$ cat config.mk
export PLATFORM = sky130hd
export DESIGN_NAME = addsub_seq_ctrl_flat
export DESIGN_NICKNAME = d
export VERILOG_FILES = /design/src/rtl/addsub_seq_ctrl_if.sv /design/src/rtl/addsub_seq_ctrl.sv /design/src/flat_wrapper.sv
export SDC_FILE = /design/constraint.sdc
export NUM_CORES = 1
export LEC_CHECK = 0
export ABC_AREA = 1
export CAP_MARGIN = 5
export CORE_MARGIN = 3
export CORE_UTILIZATION = 40
export CTS_BUF_LIST = sky130_fd_sc_hd__clkbuf_8
export DETAILED_ROUTE_END_ITERATION = 8
export PLACE_DENSITY_LB_ADDON = 0.25
export SLEW_MARGIN = 20
export SYNTH_ARGS = -nofsm -noshare
export SYNTH_HDL_FRONTEND = slang
export SYNTH_SLANG_ARGS = --single-unit
export TNS_END_PERCENT = 10
$ cat constraint.sdc
create_clock -name clk -period 2.9 [get_ports clk]
set_clock_uncertainty 0.2 [all_clocks]
set_input_delay 0.29 -clock clk [delete_from_list [all_inputs] [get_ports clk]]
set_output_delay 0.29 -clock clk [all_outputs]
set_load 0.03 [all_outputs]
$ cat src/rtl/addsub_seq_ctrl_if.sv
// Start/done handshake bundle for the multi-byte add/sub sequencer.
// The master side issues operations; the slave side (the sequencer) returns results.
interface addsub_seq_ctrl_if #(
  parameter int BYTES = 4
);
  logic               start;
  logic               sel;
  logic [8*BYTES-1:0] a;
  logic [8*BYTES-1:0] b;
  logic               busy;
  logic               done;
  logic [8*BYTES-1:0] result;
  logic               cout;
  logic               ovf;

  modport master (
    output start, sel, a, b,
    input  busy, done, result, cout, ovf
  );

  modport slave (
    input  start, sel, a, b,
    output busy, done, result, cout, ovf
  );
endinterface

$ cat src/rtl/addsub_seq_ctrl.sv
// Multi-byte add/subtract sequencer: one 8-bit add/sub slice reused LSB-first,
// with the carry chained between bytes in a 1-bit register.

// 8-bit add slice; the caller pre-inverts y for subtract.
module addsub_seq_slice (
  input  logic [7:0] x,
  input  logic [7:0] y,
  input  logic       ci,
  output logic [7:0] s,
  output logic       co
);
  // Single 9-bit add keeps the carry-out aligned with the sum.
  always_comb begin
    {co, s} = {1'b0, x} + {1'b0, y} + {8'h00, ci};
  end
endmodule

module addsub_seq_ctrl #(
  parameter int BYTES = 4
) (
  input  logic         clk,
  input  logic         rst_n,
  addsub_seq_ctrl_if.slave bus
);
  localparam int W  = 8 * BYTES;
  localparam int CW = (BYTES > 1) ? $clog2(BYTES) : 1;
  localparam logic [CW-1:0] LAST = CW'(BYTES - 1);

  typedef enum logic [1:0] {IDLE, RUN, DONE} state_t;

  // Operands are shifted right one byte per RUN cycle so the slice
  // always works on the low byte; no counter-indexed mux is needed.
  typedef struct packed {
    logic [W-1:0] a;
    logic [W-1:0] b;
    logic         sel;
  } op_t;

  state_t        state, state_nxt;
  op_t           op_q;
  logic [CW-1:0] cnt;
  logic          carry;
  logic [W-1:0]  sreg;
  logic [W-1:0]  result_q;
  logic          cout_q;
  logic          ovf_q;

  logic          accept;
  logic          last;
  logic [7:0]    y;
  logic [7:0]    sum;
  logic          co;

  assign accept = bus.start && (state == IDLE || state == DONE);
  assign last   = (state == RUN) && (cnt == LAST);
  assign y      = op_q.b[7:0] ^ {8{op_q.sel}};

  addsub_seq_slice u_slice (
    .x  (op_q.a[7:0]),
    .y  (y),
    .ci (carry),
    .s  (sum),
    .co (co)
  );

  // State register.
  always_ff @(posedge clk or negedge rst_n) begin
    if (!rst_n) state <= IDLE;
    else        state <= state_nxt;
  end

  // Next-state: START is honoured in IDLE and DONE only, ignored in RUN.
  always_comb begin
    state_nxt = state;
    case (state)
      IDLE:    if (bus.start) state_nxt = RUN;
      RUN:     if (cnt == LAST) state_nxt = DONE;
      DONE:    state_nxt = bus.start ? RUN : IDLE;
      default: state_nxt = IDLE;
    endcase
  end

  // Status outputs decode the state register, so they are glitch-free.
  always_comb begin
    bus.busy = (state == RUN);
    bus.done = (state == DONE);
  end

  // Operand latch, byte walk, carry chain and final result capture.
  always_ff @(posedge clk or negedge rst_n) begin
    if (!rst_n) begin
      op_q     <= '0;
      cnt      <= '0;
      carry    <= 1'b0;
      sreg     <= '0;
      result_q <= '0;
      cout_q   <= 1'b0;
      ovf_q    <= 1'b0;
    end else if (accept) begin
      op_q.a   <= bus.a;
      op_q.b   <= bus.b;
      op_q.sel <= bus.sel;
      cnt      <= '0;
      carry    <= bus.sel;  // the +1 of two's-complement subtract
      sreg     <= '0;
    end else if (state == RUN) begin
      op_q.a <= {8'h00, op_q.a[W-1:8]};
      op_q.b <= {8'h00, op_q.b[W-1:8]};
      sreg   <= {sum, sreg[W-1:8]};
      carry  <= co;
      cnt    <= cnt + 1'b1;
      if (last) begin
        // Publish only the fully assembled word so partial bytes never show.
        result_q <= {sum, sreg[W-1:8]};
        cout_q   <= co;
        ovf_q    <= (op_q.a[7] == y[7]) && (sum[7] != op_q.a[7]);
      end
    end
  end

  assign bus.result = result_q;
  assign bus.cout   = cout_q;
  assign bus.ovf    = ovf_q;
endmodule

$ cat src/flat_wrapper.sv
// flat-port wrapper written by rule: the top's interface ports become plain ports
module addsub_seq_ctrl_flat 
#(
  parameter int BYTES = 4
)
  (clk, rst_n, bus_start, bus_sel, bus_a, bus_b, bus_busy, bus_done, bus_result, bus_cout, bus_ovf);
  addsub_seq_ctrl_if #(.BYTES(BYTES)) bus_i ();
  input  logic clk;
  input  logic rst_n;
  input wire logic [$bits(bus_i.start)-1:0] bus_start;
  input wire logic [$bits(bus_i.sel)-1:0] bus_sel;
  input wire logic [$bits(bus_i.a)-1:0] bus_a;
  input wire logic [$bits(bus_i.b)-1:0] bus_b;
  output wire logic [$bits(bus_i.busy)-1:0] bus_busy;
  output wire logic [$bits(bus_i.done)-1:0] bus_done;
  output wire logic [$bits(bus_i.result)-1:0] bus_result;
  output wire logic [$bits(bus_i.cout)-1:0] bus_cout;
  output wire logic [$bits(bus_i.ovf)-1:0] bus_ovf;
  assign bus_i.start = bus_start;
  assign bus_i.sel = bus_sel;
  assign bus_i.a = bus_a;
  assign bus_i.b = bus_b;
  assign bus_busy = bus_i.busy;
  assign bus_done = bus_i.done;
  assign bus_result = bus_i.result;
  assign bus_cout = bus_i.cout;
  assign bus_ovf = bus_i.ovf;
  addsub_seq_ctrl #(.BYTES(BYTES)) u_core (.clk(clk), .rst_n(rst_n), .bus(bus_i));
endmodule
# Word-level counts from Yosys, hierarchy flattened
# Index checks and enable logic that the tools add are counted.
# op_classes
addsub	3
n_eq_ne	7
muxes	12
bitwise	2
n_reduce_logical	8
# ops
cell	count
$mux 64	2
$mux 32	2
$add 8x8->9	1
$add 9x1->9	1
$mux 2	4
$xor 8x8->8	1
$pmux 2 s3	1
$eq 2x2->1 const B	2
$logic_and 1x1->1	3
$mux 1	3
$reduce_and 3->1	1
$add 2x1->2 const B	1
$eq 2x1->1 const B	1
$logic_not 2->1	1
$ne 2x1->1 const B	1
$ne 2x2->1 const B	1
$reduce_and 2->1	1
$reduce_bool 2->1	1
$eq 1x1->1	1
$logic_or 1x1->1	1
$ne 1x1->1	1
$not 1->1	1
# word_totals
reg_bits	136
in_bits	68
output_inout_bits	36

# Longest topological paths before layout
# depth
ltp_word	5
ltp_mapped	12
mapped_depth_nobuf	11

# Hierarchy
# Synthesis repeated with hierarchy kept, for this count alone.
# unflattened
cells_unflattened	629
hier_area_um2	5630.4
# modules_own_cells
mod	instances	cells_per_inst	area_each_um2	seq_area_each_um2
addsub_seq_ctrl	1	570	5283.8	3203.1
addsub_seq_slice	1	59	346.6	0.0

# Least setup slack after synthesis
# No wires, ideal clock.
# synth_path
path_type	flip-flop to flip-flop
startpoint	register u_core.op_q[0] in the netlist's numbering
endpoint	register u_core.result_q[30] (netlist: u_core.bus.result[30])
t_arrival_ns	1.953
required_time_ns	2.583
setup_slack_ns	0.629
stages_incl_launch_ff	13
n_path_buf	1
period_less_slack_ns	2.271
cell_sequence	dfrtp_1 -> buf_2 -> xnor2_1 -> fa_1 -> fa_1 -> inv_1 -> nand3_1 -> nand2_1 -> nand2_1 -> nand2_1 -> nand2_1 -> nand3_1 -> nand2_1
# synth_between
elab_chain_len	3
# synth_lines
element	line	source
start, declared	addsub_seq_ctrl.sv:40	op_t op_q;
$xor 8x8->8	addsub_seq_ctrl.sv:56	assign y = op_q.b[7:0] ^ {8{op_q.sel}};
$add 8x8->9	addsub_seq_ctrl.sv:14	{co, s} = {1'b0, x} + {1'b0, y} + {8'h00, ci};
$add 9x1->9	addsub_seq_ctrl.sv:14	
end signal, assigned	addsub_seq_ctrl.sv:114	result_q <= {sum, sreg[W-1:8]};
end, declared	addsub_seq_ctrl.sv:44	logic [W-1:0] result_q;
# No other way between the ends.
# A chain may end at the register's enable or synchronous reset.

# Final worst setup path
# layout_path
startpoint	register u_core.state[0]
endpoint	output bus_busy
# layout_between
elab_chain_len	1
# layout_lines
element	line	source
start, declared	addsub_seq_ctrl.sv:39	state_t state, state_nxt;
start signal, assigned	addsub_seq_ctrl.sv:69	else state <= state_nxt;
$eq 2x1->1	addsub_seq_ctrl.sv:85	bus.busy = (state == RUN);
end, declared	flat_wrapper.sv:14	output wire logic [$bits(bus_i.busy)-1:0] bus_busy;
# No other way between the ends.

==> flow_metrics.tcl <==
set metrics [dict create \
    status "complete, no violations" \
    cts_resized 0 \
    grt_pass1_wl_mm 20.9 \
    worstPathRequired_ns 2.41 \
    die_area_um2 15200 \
    fin_tns_setup_ns 0 \
    gp_congestion 0.896 \
    post-route-util_pct 52.6 \
    hold_path_class "in2async" \
    yosysMostFrequentCell "nand2_1" \
    grt_max_degree 95 \
    area_growth_pct 27.6 \
    cp_num_buf_inv 2 \
    stdcell_count 877 \
    crit_fanout 16 \
    async_flop_share_pct 100 \
    slew_viol_final 0 \
    worstSetupPathType "reg2out" \
    worstRegToRegCells 11 \
    period_needed_ns 2.51 \
    die-width_um 123 \
    p_leak_nw 3.26 \
    netSwitchingPower_w 0.00374 \
    synthDistinctLibCells 25 \
    route.detailed.drc 0 \
    ant_nets 0 \
    period_share_pct 86.6 \
    tightestPinTransition_ns 0.604 \
    synth-seq-cells 128 \
    syn_area_per_cell_um2 9.31 \
    firstDrtPassIters 4 \
    power_frac_comb_pct 49.9 \
    grt_pass1_vias 4276 \
    relSlewSlack_pct 59.7 \
    dp_hpwl_mm 8.52 \
    synth_top_area_share_pct 58.2 \
    slowest_stage "clkdlybuf4s50_1" \
    synthTopCellsByCount "151 x nand2_1, 128 x dfrtp_1, 96 x inv_1" \
    antenna_cells 0 \
    cts.sinks 128 \
    synth_edf_count 0 \
    ys_top_cells_by_area "dfrtp_1 58%, nand2_1 10%, inv_1 6.6%, o221ai_1 4.1%, o21ai_1 3.5%" \
    avgRoutedWirePerCell_um 14.1 \
    top_usage_layer "met2" \
    hold_viol 0 \
    cp_slowest_stage_delay_ns 0.69 \
    seqPwrFrac_pct 34.6 \
    htreeDepth 4 \
    final_area_um2 7020 \
    regToRegStartpoint "u_core.op_q[0]" \
    vias 4249 \
    crit_arrival_ns 2.02 \
    fin_nets 767 \
    r2r_slack_ns 0.45 \
    synthCells 591 \
    endpoint_kind "output port" \
    drive_gt1_share_pct 6.42 \
    cp-start-kind "flip-flop" \
    power_density_nw_per_um2 1220 \
    antenna_found_initial 0 \
    portBuffers 103 \
    drt_iter0_drc 306 \
    insertion_delay_ns 0.43 \
    use_met1_pct 24.2 \
    numCtsBuffers 17 \
    die_h_um 123 \
    grtUsageTotal_pct 17.4 \
    placed_area_um2 6660 \
    cts.clk_slew.worst_paths_ns 0.07 \
    grt-ovfl-total 0 \
    pwr-share-clk_pct 15.6 \
    tritoncts "yes" \
    yosys_warnings 0 \
    crit_chain "nand2_2 > inv_4 > clkdlybuf4s50_1" \
    critPathTopFamily "buffers and inverters" \
    grt_use_met3_pct 3.93 \
    fp-row-count 42 \
    ys.flop_type "dfrtp_1" \
    coreArea_um2 13300 \
    dpl.cell_count 845 \
    initial_utilization_pct 41.2 \
    worstReg2RegEnd "u_core.sreg[30]" \
    rsz0062_at_grt "false" \
    switching_share_pct 43.7 \
    intPower_w 0.00482 \
    ir_worst_vdd_mv 0.488 \
    fmax_mhz 398 \
    finalSetupViolations 0 \
    clockBufferDepth 2 \
    netlist_area_um2 5500 \
    grtUsageMet2_pct 26.8 \
    routed_wl_mm 12.4 \
    drv_cap 0 \
    synth-seq-area-share_pct 58.2 \
    io_pins 104 \
    cts-root-buf "clkbuf_8" \
    via_per_inst 4.84 \
    synth_top_area_cell "dfrtp_1" \
    syn-num-nets 669 \
]
how the worst max path moves through the flow:
stage / start / slack, ns / to / depth (start not counted)
final: u_core.state[0] / 0.39 / bus_busy / 3
after global routing: u_core.op_q[0] / 0.27 / u_core.sreg[30] / 11
after CTS: u_core.state[0] / 0.35 / bus_busy / 3
after detailed placement: u_core.op_q[0] / 0.46 / u_core.carry / 10
after global placement: u_core.op_q[0] / 0.51 / u_core.bus.result[30] / 11
after floorplan: u_core.op_q[0] / 0.63 / u_core.bus.result[30] / 12
kinds of logic after synthesis:
group / share of synthesized area (%)
fa+ha+maj: 2.55
buf+inv: 9.65
simple gates: 12.3
xor+xnor: 1.75
compound gates: 15.5
flops: 58.2
placed cells by master (no fill, tap or decap), drive strengths merged:
| master | count |
|---|---|
| xor2 | 6 |
| o211ai | 13 |
| clkinv | 4 |
| clkbuf | 19 |
| dfrtp | 128 |
| a21oi | 6 |
| o22ai | 18 |
| xnor2 | 5 |
| a22o | 1 |
| fa | 2 |
| clkinvlp | 6 |
| nand2 | 153 |
| dlygate4sd3 | 1 |
| clkdlybuf4s50 | 102 |
| inv | 101 |
| o221ai | 26 |
| nand3 | 13 |
| nor2 | 7 |
| o21ai | 75 |
| buf | 7 |
| ha | 8 |
per-layer routing:
layer  share of wire [%]  vias up  wire, um
li1                    -     2112         -
met1                  47     2015      5780
met2                  47      111      5870
met3                 4.6       11       571
met4                 1.3        0       155
met5                   0        -         0
worst register-to-register path, stage by stage, from the launching register on:
cell and delay, ns:
dfrtp_1 0.58, xnor2_1 0.15, fa_1 0.43, fa_1 0.43, inv_1 0.07, nand3_1 0.06
nand2_1 0.12, nand2_1 0.08, nand2_1 0.06, nand2_1 0.06, nand3_1 0.07, nand2_1 0.05
per-stage QoR:
step	worst slack, ns	hold WS, ns	power (W)
final	0.390	0.129	0.00856
after global routing	0.269	0.153	0.00934
after CTS	0.353	0.121	0.00864
after detailed placement	0.460	0.00841	0.00727
after global placement	0.510	0.00191	0.00715
after floorplan	0.629	-0.206	0.00599
cell type report:
| type | count | area (um2) |
|---|---|---|
| fillers | 1286 | 6330 |
| repair buffers | 110 | 1100 |
| well taps | 176 | 220 |
| multi-input cells | 333 | 1770 |
| inverters | 99 | 374 |
| flip-flops and latches | 128 | 3200 |
| clock inverters | 12 | 86.3 |
| clock buffers | 19 | 262 |
sequential cells by signal, summed over array words and instances (netlist names):
register / flops
u_core.op_q: 65
u_core.bus.result: 32
u_core.sreg: 24
u_core.cnt: 2
u_core.state: 2
u_core.bus.cout: 1
u_core.bus.ovf: 1
u_core.carry: 1
what timing repair did:
item,in CTS,in global routing
buffers inserted,0,0
setup endpoints to repair,0,0
hold endpoints to repair,37,0
hold buffers,1,0
power by group through the flow:
stage,logic [W],registers (W),clock network [W]
after global routing,0.00484,0.00304,0.00147
after detailed placement,0.00428,0.00299,0
after global placement,0.00418,0.00296,0
after floorplan,0.00270,0.00328,0
final,0.00427,0.00296,0.00133
after CTS,0.00430,0.00296,0.00137
Power figures use the tool's default switching activity.
